`config.mk`:
```
export PLATFORM = sky130hd
export DESIGN_NAME = tlul_rr_arbiter
export DESIGN_NICKNAME = d
export VERILOG_FILES = /design/src/rtl/tlul_rr_arbiter.sv
export SDC_FILE = /design/constraint.sdc
export NUM_CORES = 1
export LEC_CHECK = 0
export CORE_AREA = 3 3 163 165
export CTS_CLUSTER_SIZE = 40
export DETAILED_ROUTE_END_ITERATION = 7
export DIE_AREA = 0 0 166 168
export GPL_ROUTABILITY_DRIVEN = 0
export MAX_ROUTING_LAYER = met4
export SLEW_MARGIN = 0
export SYNTH_ARGS = -nofsm -noshare
export SYNTH_HDL_FRONTEND = slang
export SYNTH_SLANG_ARGS = --single-unit
```
`constraint.sdc`:
```
create_clock -name clk_i -period 2.7 [get_ports clk_i]
set_clock_uncertainty 0.1 [all_clocks]
set_input_delay 0.54 -clock clk_i [delete_from_list [all_inputs] [get_ports clk_i]]
set_output_delay 0.54 -clock clk_i [all_outputs]
set_load 0.01 [all_outputs]
```
`src/rtl/tlul_rr_arbiter.sv`:
```
// -----------------------------------------------------------------------------
// tlul_rr_arbiter
//
// Round-robin arbiter that lets NumHosts TL-UL hosts share one TL-UL device
// port. A-channel requests are granted one transaction at a time. The index of
// the owning host of every accepted transaction is pushed into an in-order
// ownership FIFO, and D-channel responses are steered back to the FIFO head.
// The device must therefore answer strictly in order.
//
// Parameters:
//   NumHosts        number of requesting hosts (2..8)
//   MaxOutstanding  accepted-but-unanswered transactions, also FIFO depth (1..8)
//
// Ports:
//   clk_i          system clock
//   rst_i          asynchronous, active-high reset
//   tl_h_i/tl_h_o  per-host TL-UL request / response
//   tl_d_o/tl_d_i  device-side TL-UL request / response
//   outstanding_o  number of transactions currently in flight
//   err_o          sticky: a device response arrived with no owner
//
// Optional feature (define TLUL_ARB_PERF_EN):
//   perf_grant_o[i]  saturating count of accepted requests from host i
//   perf_stall_o[i]  saturating count of cycles host i waited (a_valid, !a_ready)
// Without the macro these ports and counters do not exist.
// -----------------------------------------------------------------------------
package tlul_rr_arbiter_pkg;

  typedef struct packed {
    logic        a_valid;
    logic [2:0]  a_opcode;
    logic [2:0]  a_param;
    logic [1:0]  a_size;
    logic [7:0]  a_source;
    logic [31:0] a_address;
    logic [3:0]  a_mask;
    logic [31:0] a_data;
    logic        d_ready;
  } tl_h2d_t;

  typedef struct packed {
    logic        d_valid;
    logic [2:0]  d_opcode;
    logic [2:0]  d_param;
    logic [1:0]  d_size;
    logic [7:0]  d_source;
    logic        d_sink;
    logic [31:0] d_data;
    logic        d_error;
    logic        a_ready;
  } tl_d2h_t;

endpackage

module tlul_rr_arbiter
  import tlul_rr_arbiter_pkg::*;
#(
  parameter int NumHosts       = 2,
  parameter int MaxOutstanding = 2
) (
  input  logic                                 clk_i,
  input  logic                                 rst_i,
  input  tl_h2d_t                              tl_h_i [NumHosts],
  output tl_d2h_t                              tl_h_o [NumHosts],
  output tl_h2d_t                              tl_d_o,
  input  tl_d2h_t                              tl_d_i,
  output logic [$clog2(MaxOutstanding+1)-1:0]  outstanding_o,
  output logic                                 err_o
`ifdef TLUL_ARB_PERF_EN
  ,
  output logic [NumHosts-1:0][31:0]            perf_grant_o,
  output logic [NumHosts-1:0][31:0]            perf_stall_o
`endif
);

  localparam int HostW = (NumHosts > 1) ? $clog2(NumHosts) : 1;
  localparam int PtrW  = (MaxOutstanding > 1) ? $clog2(MaxOutstanding) : 1;
  localparam int CntW  = $clog2(MaxOutstanding + 1);

  // (base + off) mod NumHosts, off < NumHosts
  function automatic logic [HostW-1:0] host_add(input logic [HostW-1:0] base, input int off);
    int s;
    s = int'(base) + off;
    if (s >= NumHosts) s = s - NumHosts;
    return HostW'(s);
  endfunction

  // FIFO pointer increment mod MaxOutstanding
  function automatic logic [PtrW-1:0] ptr_inc(input logic [PtrW-1:0] p);
    if (int'(p) >= MaxOutstanding - 1) return '0;
    return p + PtrW'(1);
  endfunction

  logic [HostW-1:0] rr_ptr_q, rr_ptr_d;
  logic [HostW-1:0] lock_idx_q, lock_idx_d;
  logic             lock_q, lock_d;
  logic             err_q, err_d;
  logic [PtrW-1:0]  wr_ptr_q, wr_ptr_d;
  logic [PtrW-1:0]  rd_ptr_q, rd_ptr_d;
  logic [CntW-1:0]  cnt_q, cnt_d;
  logic [HostW-1:0] fifo_q [MaxOutstanding];
  logic [HostW-1:0] fifo_d [MaxOutstanding];

  logic [HostW-1:0]    grant;
  logic                grant_valid;
  logic [HostW-1:0]    head;
  logic                not_full;
  logic                fifo_empty;
  logic                dev_a_valid;
  logic                accept;
  logic                head_d_ready;
  logic                push;
  logic                pop;
  logic [NumHosts-1:0] host_a_ready;

  // Grant: a stalled request stays locked to its host so the device-side
  // A fields cannot change while a_valid is high; otherwise scan from rr_ptr.
  always_comb begin
    grant       = rr_ptr_q;
    grant_valid = 1'b0;
    if (lock_q) begin
      grant       = lock_idx_q;
      grant_valid = tl_h_i[lock_idx_q].a_valid;
    end else begin
      for (int k = 0; k < NumHosts; k++) begin
        if (!grant_valid && tl_h_i[host_add(rr_ptr_q, k)].a_valid) begin
          grant_valid = 1'b1;
          grant       = host_add(rr_ptr_q, k);
        end
      end
    end
  end

  assign not_full     = (cnt_q < CntW'(MaxOutstanding));
  assign fifo_empty   = (cnt_q == '0);
  assign head         = fifo_q[rd_ptr_q];
  assign head_d_ready = tl_h_i[head].d_ready;

  assign dev_a_valid = ~rst_i & grant_valid & not_full;
  assign accept      = dev_a_valid & tl_d_i.a_ready;
  assign push        = accept;
  // A same-cycle push into an empty FIFO is not visible here: pop uses the
  // registered count and head only.
  assign pop         = ~rst_i & tl_d_i.d_valid & ~fifo_empty & head_d_ready;

  // Device-side request and host-side responses
  always_comb begin
    tl_d_o         = tl_h_i[grant];
    tl_d_o.a_valid = dev_a_valid;
    // With nothing outstanding a response has no owner; sink it.
    tl_d_o.d_ready = ~rst_i & (fifo_empty | head_d_ready);
    for (int i = 0; i < NumHosts; i++) begin
      host_a_ready[i]   = ~rst_i & tl_d_i.a_ready & not_full & (grant == HostW'(i));
      tl_h_o[i]         = tl_d_i;
      tl_h_o[i].a_ready = host_a_ready[i];
      tl_h_o[i].d_valid = ~rst_i & tl_d_i.d_valid & ~fifo_empty & (head == HostW'(i));
    end
  end

  // Next-state
  always_comb begin
    rr_ptr_d   = rr_ptr_q;
    lock_d     = lock_q;
    lock_idx_d = lock_idx_q;
    err_d      = err_q;
    wr_ptr_d   = wr_ptr_q;
    rd_ptr_d   = rd_ptr_q;
    cnt_d      = cnt_q;
    fifo_d     = fifo_q;

    if (accept) begin
      rr_ptr_d         = host_add(grant, 1);
      lock_d           = 1'b0;
      fifo_d[wr_ptr_q] = grant;
      wr_ptr_d         = ptr_inc(wr_ptr_q);
    end else if (dev_a_valid) begin
      lock_d     = 1'b1;
      lock_idx_d = grant;
    end

    if (pop) begin
      rd_ptr_d = ptr_inc(rd_ptr_q);
    end

    case ({push, pop})
      2'b10:   cnt_d = cnt_q + CntW'(1);
      2'b01:   cnt_d = cnt_q - CntW'(1);
      default: cnt_d = cnt_q;
    endcase

    if (~rst_i && tl_d_i.d_valid && fifo_empty) begin
      err_d = 1'b1;
    end
  end

  always_ff @(posedge clk_i or posedge rst_i) begin
    if (rst_i) begin
      rr_ptr_q   <= '0;
      lock_q     <= 1'b0;
      lock_idx_q <= '0;
      err_q      <= 1'b0;
      wr_ptr_q   <= '0;
      rd_ptr_q   <= '0;
      cnt_q      <= '0;
      fifo_q     <= '{default: '0};
    end else begin
      rr_ptr_q   <= rr_ptr_d;
      lock_q     <= lock_d;
      lock_idx_q <= lock_idx_d;
      err_q      <= err_d;
      wr_ptr_q   <= wr_ptr_d;
      rd_ptr_q   <= rd_ptr_d;
      cnt_q      <= cnt_d;
      fifo_q     <= fifo_d;
    end
  end

  assign outstanding_o = cnt_q;
  assign err_o         = err_q;

`ifdef TLUL_ARB_PERF_EN
  function automatic logic [31:0] sat_inc(input logic [31:0] v);
    if (v == 32'hFFFF_FFFF) return v;
    return v + 32'd1;
  endfunction

  logic [NumHosts-1:0][31:0] perf_grant_q, perf_grant_d;
  logic [NumHosts-1:0][31:0] perf_stall_q, perf_stall_d;

  always_comb begin
    perf_grant_d = perf_grant_q;
    perf_stall_d = perf_stall_q;
    for (int i = 0; i < NumHosts; i++) begin
      if (accept && (grant == HostW'(i))) begin
        perf_grant_d[i] = sat_inc(perf_grant_q[i]);
      end
      if (tl_h_i[i].a_valid && !host_a_ready[i]) begin
        perf_stall_d[i] = sat_inc(perf_stall_q[i]);
      end
    end
  end

  always_ff @(posedge clk_i or posedge rst_i) begin
    if (rst_i) begin
      perf_grant_q <= '0;
      perf_stall_q <= '0;
    end else begin
      perf_grant_q <= perf_grant_d;
      perf_stall_q <= perf_stall_d;
    end
  end

  assign perf_grant_o = perf_grant_q;
  assign perf_stall_o = perf_stall_q;
`endif

endmodule
```
### Yosys cells after proc, flatten, opt, wreduce, memory -nomap -nowiden

Index checks and enable logic that the tools add are counted.

| storage, ports and cells | value |
|---|---|
| register bits after elaboration | 10 |
| input port bits | 226 |
| output and inout bits | 193 |
| logic and storage cells | 113 |

| operators by class | value |
|---|---|
| equal/unequal tests | 2 |
| bitwise operators | 26 |
| $add $sub $neg | 9 |
| muxes and demuxes | 44 |
| reductions and logical operators | 9 |
| $lt $le $gt $ge | 14 |

Operators by type and width:

| kind | number |
|---|---|
| $mux W86 | 9 |
| $mux W85 | 3 |
| $mux W1 | 29 |
| $ge A2 B2 Y1 const B | 9 |
| $not A1 Y2 | 7 |
| $and A1 B1 Y1 | 13 |
| $not A1 Y1 | 5 |
| $add A1 B1 Y2 const B | 2 |
| $logic_and A1 B1 Y1 | 4 |
| $pmux W2 S2 | 1 |
| $reduce_bool A2 Y1 | 2 |
| $sub A1 B1 Y1 const B | 3 |
| $add A1 B1 Y1 const B | 2 |
| $add A2 B1 Y2 const B | 1 |
| $bwmux W2 | 1 |
| $eq A2 B1 Y1 const B | 1 |
| $eq A2 B2 Y1 const B | 1 |
| $ge A1 B1 Y1 const B | 2 |
| $ge A1 B2 Y1 const B | 1 |
| $logic_not A2 Y1 | 1 |
| $lt A2 B1 Y1 const B | 1 |
| $lt A2 B2 Y1 const B | 1 |
| $reduce_and A2 Y1 | 1 |
| $sub A2 B1 Y2 const B | 1 |
| other kinds (3) | 3 |

### Logic depth before layout (Yosys ltp)

Gate-level depths: netlist of the first run.

| depth | value |
|---|---|
| word-level depth | 18 |
| mapped depth | 8 |
| mapped depth without buffers | 8 |

### Worst setup path before layout of the first run

Ideal clock, no wire load.

| timing path | value |
|---|---|
| path kind | input -> output |
| start | in tl_h_i[171] (netlist bit) |
| end | out tl_d_o[1] (netlist bit) |
| path slack | 0.335 ns |
| data arrival time | 1.725 ns |
| path buffers | 2 |
| required time | 2.060 ns |
| stages | 5 |
| cells stage by stage | a21boi_1 o31ai_4 buf_2 buf_4 mux2_1 |

RTL lines:

| element | RTL line | text |
|---|---|---|
| start, declared | 63 | `input tl_h2d_t tl_h_i [NumHosts],` |
| end, declared | 65 | `output tl_h2d_t tl_d_o,` |

==> metrics.md, run 1 <==
| Metric | Value |
|---|---|
| Layout cells sized above 1 | `a little under half` |
| Largest net degree at the start of global routing | `23` |
| Clk slew on worst S/H paths | `0.04 ns` |
| Min Tclk post-route | `~2.7 ns` |
| Synth Area in Simple Gates | `4.58%` |
| Tightest Hold Check Type | `flop to flop` |
| Post-DP HPWL | `10.0 mm` |
| Crit end category | `output port` |
| Final ANT Viol Nets | `0` |
| Die Height | `168 um` |
| Maximum VDD drop | `0.438 mV` |
| Hold WS | `0.369 ns` |
| Non-filler cells, final | `781` |
| Core footprint | `between 20000 and 30000 um^2` |
| H-tree Lvls | `1` |
| DIE AREA | `27900 um^2` |
| Num CTS Buffers | `3` |
| Final Worst Setup Slack | `~0.029 ns` |
| Largest family of logic cells by synthesized area | `multiplexers` |
| Max Slew Vio Count | `0` |
| Clock Sinks | `10` |
| Cell area after layout | `4930 um^2` |
| Finished Core Util | `about a fifth` |
| Combinational share of power | `84.9%` |
| Crit Path Class | `input port to output port` |
| Cells after DPL | `763` |
| Worst setup SP type | `input port` |
| Initial Util | `9.21%` |
| Leak pwr | `2.03 nW` |
| Number of synthesized register bits | `10` |
| Sw Ratio | `37.0%` |
| Die Wd | `166 um` |
| Xor/xnor cell area share of the yosys netlist | `under 10%` |
| TNS Setup | `0 ns` |
| Unrepaired setup endpoints after global routing | `true` |
| CTS Hold Bufs | `0` |
| Mapped cell area | `around 2300 um^2` |
| DP Worst Slack | `-0.653 ns` |
| First-pass GRT wire length | `between 15 and 20 mm` |
| Initial antenna violation count | `0` |
| Reg power frac | `slightly below 8%` |
| Commonest non-fill, non-tap cell in the layout | `clkdlybuf4s50_1` |
| Relative slew slack | `82.2%` |
| GRT Util Overall | `7.68%` |
| Initial drt markers | `32` |
| Yosys cell types | `29` |
| Yosys top cell by area | `mux2_2` |
| Outcome | `finished clean` |
| Syn Inst Count | `249` |
| # setup viols final | `0` |
| Max incr delay on CP | `0.29 ns` |
| Slowest cell on the critical path | `mux2_4` |
| Worst-Margin Slew | `0.260 ns` |
| Max_cap viols | `0` |
| Detailed Route WL | `between 10 and 15 mm` |
| Most used cell, CP | `buf_6` |
| Internal power | `2.50 mW` |
| Overflow after GRT | `0` |
| Multiplexer share of the synthesized area | `between 40% and 50%` |
| Vias | `roughly 2500` |
| DRT Pass-1 Iters | `4` |
| Synth warnings | `0` |
| Clock power frac | `under 10%` |
| CP arrival | `2.03 ns` |
| Commonest non-fill, non-tap cells in the layout | `clkdlybuf4s50_1 (180), mux2_2 (71), clkbuf_2 (53)` |
| Clock Latency Late Sink | `0.24 ns` |
| Root Buffer | `clkbuf_16` |
| Routed vias/inst | `3.22` |
| Critical Path RT | `around 2.1 ns` |
| Period utilization | `98.9%` |
| Syn Nets | `476` |
| Area contributors post-synth | `mux2_2 (40%), buf_4 (33%), dfrtp_1 (11%)` |
| Drt drc | `0` |
| Via count of the first global-routing pass | `2698` |
| Fin nets | `679` |
| Pwr/cell area | `roughly 810 nW/um^2` |
| Switching pwr | `approximately 1.5 mW` |
| Max Clock Freq | `374 MHz` |
| Port bufs | `268` |
| Post-Synth Adder-Cell Area | `0.539%` |
| Io pins | `419` |
| CP Cell Sequence | `buf_8, a21boi_4, o31ai_4, buf_6, buf_6, buf_12, buf_8, buf_6, mux2_4, buf_6` |
| Synth Area in Compound Gates | `3.45%` |
| Avg Cell Area, Syn | `just over 9 um^2` |
| Ant diodes | `0` |
| Final Hold Viols | `0` |
| Avg WL per Cell | `15.6 um` |
| Buffers from clock root to sink, at most | `2` |
| Synth-to-layout area growth | `112%` |
| Worst-path fanout max | `6` |
| Register area share after synthesis | `10.8%` |
| CTS tree | `built` |
| Floorplan row count | `58` |
| Tot Pwr | `3.97 mW` |
| Post-synth top area share | `between 30% and 40%` |
| DP Area | `4830 um^2` |
flip-flops by register name (all words and copies together), names as in the netlist:
signal,flops
fifo_q,2
rd_ptr_q,1
outstanding_o,2
wr_ptr_q,1
lock_q,1
rr_ptr_q,1
err_o,1
lock_idx_q,1
what timing repair did:
action | in CTS | in global routing
resized for setup | 173 | 154
buffers inserted | 8 | 4
pin swaps | 0 | 1
cloned | 1 | 2
setup endpoints to repair | 87 | 75
worst paths after layout:
kind                       depth (start not counted)              from  slack, ns               end
max in group asynchronous                          4             rst_i       1.66          rr_ptr_q
min in group asynchronous                          4             rst_i       0.69             err_o
max                                               10       tl_h_i[171]       0.03        tl_d_o[63]
min reg2reg                                        1             err_o       0.37             err_o
max reg2reg                                        9  outstanding_o[1]       0.67  outstanding_o[1]
min                                                1             err_o       0.37             err_o
layer usage:
layer | vias to the layer above | wire [um] | GRT usage [%]
li1 | 1158 | - | -
met1 | 1097 | 4670 | 8.17
met2 | 250 | 5770 | 12.6
met3 | 9 | 1630 | 4.63
met4 | 0 | 136 | 1.23
met5 | - | 0 | -
critical path: cells and delay by family:
kind | cells | cell delay, ns
buffers and inverters | 7 | 0.80
AOI/OAI and AO/OA | 2 | 0.39
muxes | 1 | 0.29
kinds of logic after synthesis:
family,after synthesis
mux,90
flops,10
compound gates,10
xor+xnor,5
buf+inv,113
simple gates,20
fa+ha+maj,1
Yosys cell counts:
cell / count
nor4b_1: 1
mux2_1: 5
xnor2_1: 2
buf_2: 8
mux2_2: 82
nand3_1: 1
or4b_1: 1
nor3_1: 1
ha_1: 1
inv_1: 3
and2_1: 2
a21oi_1: 2
nand2_1: 2
o31ai_1: 1
a21boi_1: 1
nor4_1: 2
a41oi_1: 1
nor2_1: 7
or2_2: 1
nand2b_1: 1
o31ai_4: 1
a31oi_1: 1
o21ai_0: 2
dfrtp_1: 10
a31o_2: 1
xor2_1: 3
mux2i_1: 3
nor2b_1: 1
buf_4: 102
final cells by class:
cell class	count	area, um^2
Tap cell	330	413
Inverter	3	11.3
Sequential cell	10	251
Multi-Input combinational cell	126	1320
Timing Repair Buffer	308	2840
Fill cell	2802	20300
Clock buffer	4	88.8
power by group through the flow:
| stage | Clock [mW] | Sequential (mW) | Combinational, mW |
|---|---|---|---|
| floorplan | 0 | 0.289 | 1.59 |
| global placement | 0 | 0.296 | 3.16 |
| detailed placement | 0 | 0.298 | 3.16 |
| CTS | 0.298 | 0.303 | 3.17 |
| global route | 0.307 | 0.320 | 3.61 |
| finish | 0.292 | 0.307 | 3.38 |
(Power assumes the default switching activity.)
==> run 2, diff against run 1 <==
--- a/config.mk
+++ b/config.mk
@@ -11,6 +11,7 @@
 export DIE_AREA = 0 0 166 168
 export GPL_ROUTABILITY_DRIVEN = 0
 export MAX_ROUTING_LAYER = met4
+export SKIP_CTS_REPAIR_TIMING = 1
 export SLEW_MARGIN = 0
 export SYNTH_ARGS = -nofsm -noshare
 export SYNTH_HDL_FRONTEND = slang
==> metrics.md, run 2 (synthesized netlist as in run 1, its figures left out) <==
| Metric | Value |
|---|---|
| Worst-Margin Slew | `0.260 ns` |
| Largest net degree at the start of global routing | `23` |
| Hold WS | `0.369 ns` |
| Fin nets | `679` |
| CP startpoint | `tl_h_i[171]` |
| Min Tclk post-route | `2.67 ns` |
| First-pass GRT wire length | `15.9 mm` |
| Outcome | `finished clean` |
| # setup viols final | `0` |
| Commonest non-fill, non-tap cells in the layout | `clkdlybuf4s50_1 (180), mux2_2 (74), dlymetal6s2s_1 (65)` |
| Relative slew slack | `82.2%` |
| Slowest cell on the critical path | `mux2_2` |
| Root Buffer | `clkbuf_16` |
| CP arrival | `2.03 ns` |
| Port bufs | `268` |
| GRT Util Overall | `7.42%` |
| Met2 WL | `roughly 5.9 mm` |
| Reg power frac | `7.4%` |
| Detailed Route WL | `between 10 and 15 mm` |
| Die Height | `between 150 and 200 um` |
| Avg WL per Cell | `15.4 um` |
| Finished Core Util | `a little over a fifth` |
| Final Hold Viols | `0` |
| Clock Latency Late Sink | `0.24 ns` |
| Final ANT Viol Nets | `0` |
| Initial Util | `9.21%` |
| Crit end category | `output port` |
| DIE AREA | `~28000 um^2` |
| Combinational share of power | `85.5%` |
| WL met3 | `1.57 mm` |
| Drt drc | `0` |
| Tot Pwr | `4.08 mW` |
| Maximum VDD drop | `0.349 mV` |
| Highest metal used | `met4` |
| Via count of the first global-routing pass | `2620` |
| CP Cell Sequence | `buf_4, a21boi_4, o31ai_4, buf_12, buf_12, buf_4, mux2_2, dlymetal6s2s_1` |
| Ant diodes | `0` |
| Cell family with most CP delay | `buffers and inverters` |
| TNS Setup | `0 ns` |
| Filler Cells Inserted | `~2700` |
| Max incr delay on CP | `0.34 ns` |
| Clock power frac | `7.2%` |
| Max Slew Vio Count | `0` |
| Hold path start | `err_o` |
| Leak pwr | `2.58 nW` |
| Initial antenna violation count | `0` |
| Critical Path RT | `between 2 and 2.5 ns` |
| Overflow after GRT | `0` |
| Buffers from clock root to sink, at most | `2` |
| Initial drt markers | `35` |
| Io pins | `419` |
| Floorplan row count | `slightly below 60` |
| Tightest Hold Check Type | `flop to flop` |
| Synth-to-layout area growth | `128%` |
| Worst setup SP type | `input port` |
| Unrepaired setup endpoints after global routing | `true` |
| Clk slew on worst S/H paths | `around 0.040 ns` |
| Crit Path Class | `input port to output port` |
| Worst-path fanout max | `11` |
| Num CTS Buffers | `3` |
| Max_cap viols | `0` |
| DRT Pass-1 Iters | `4` |
| Post-DP HPWL | `10.0 mm` |
| Commonest non-fill, non-tap cell in the layout | `clkdlybuf4s50_1` |
| CTS tree | `built` |
| Multi-input gate area | `~1300 um^2` |
| Clock Sinks | `10` |
| Sw Ratio | `roughly a third` |
| Layout cells sized above 1 | `between 30% and 40%` |
| CP Buf/Inv Count | `5` |
| Pwr/cell area | `around 770 nW/um^2` |
| Seq. cell area | `250 um^2` |
| Max Clock Freq | `375 MHz` |
| Vias | `2506` |
| Routed vias/inst | `3.21` |
| Internal power | `between 2 and 3 mW` |
| Core footprint | `around 25000 um^2` |
| Die Wd | `166 um` |
| Wl on met1 | `roughly 4.6 mm` |
| H-tree Lvls | `1` |
| Switching pwr | `about 1.4 mW` |
| Period utilization | `a little over nine tenths` |
| Crit Reg-Reg Startpoint | `outstanding_o[1]` |
run 2: changes by cell type in the layout (fill, tap and decap cells not counted), moves of 3 or more:
cell             delta
buf_2               -9
buf_4               +4
buf_6               -6
clkbuf_2           -41
clkdlybuf4s15_1    -10
dlymetal6s2s_1     +64
mux2_2              +3
mux2_4              -3
run 2: power by group through the flow:
stage / combinational [mW] / sequential, mW / clock (mW)
3_3_place_gp: 3.16 / 0.296 / 0
3_5_place_dp: 3.16 / 0.298 / 0
2_1_floorplan: 1.59 / 0.289 / 0
5_1_grt: 3.71 / 0.314 / 0.307
4_1_cts: 3.18 / 0.298 / 0.298
6_report: 3.49 / 0.300 / 0.292
run 2: worst register-to-register path, cell delays in order (launching register included):
cell	delay (ns)
dfrtp_1	0.45
nor2_1	0.16
buf_4	0.15
nand2_1	0.06
buf_4	0.14
nor3_1	0.20
inv_1	0.08
ha_1	0.33
nor2_1	0.13
xor2_1	0.14
run 2: per-layer routing:
layer,GRT usage [%],vias to the layer above
met5,-,-
met4,1.05,0
met3,4.58,3
met2,12.3,245
met1,7.78,1097
li1,-,1161
run 2: metrics by stage:
stage | std cells | setup slack [ns] | instance area [um^2]
global route | 781 | -0.0286 | 5300
CTS | 767 | -0.648 | 4920
finish | 781 | 0.0323 | 5300
detailed placement | 763 | -0.653 | 4830
floorplan | 249 | 0.335 | 2320
global placement | 763 | -0.618 | 4830
run 2: path summary, 6_finish.rpt:
check	slack, ns	endpoint	cells past startpoint
worst min-delay path	0.37	err_o	1
worst min register to register	0.37	err_o	1
worst max-delay path	0.03	tl_d_o[59]	8
worst max register to register	0.67	outstanding_o[1]	9
min in group asynchronous	0.69	err_o	4
max in group asynchronous	1.67	wr_ptr_q	4
run 2: layout make-up:
type                       count  share of cell area (%)
timing repair buffer         308                    60.9
multi-input combinational    126                    24.7
inverter                       3                   0.213
tap                          330                    7.79
clock buffer                   4                    1.68
sequential                    10                    4.72
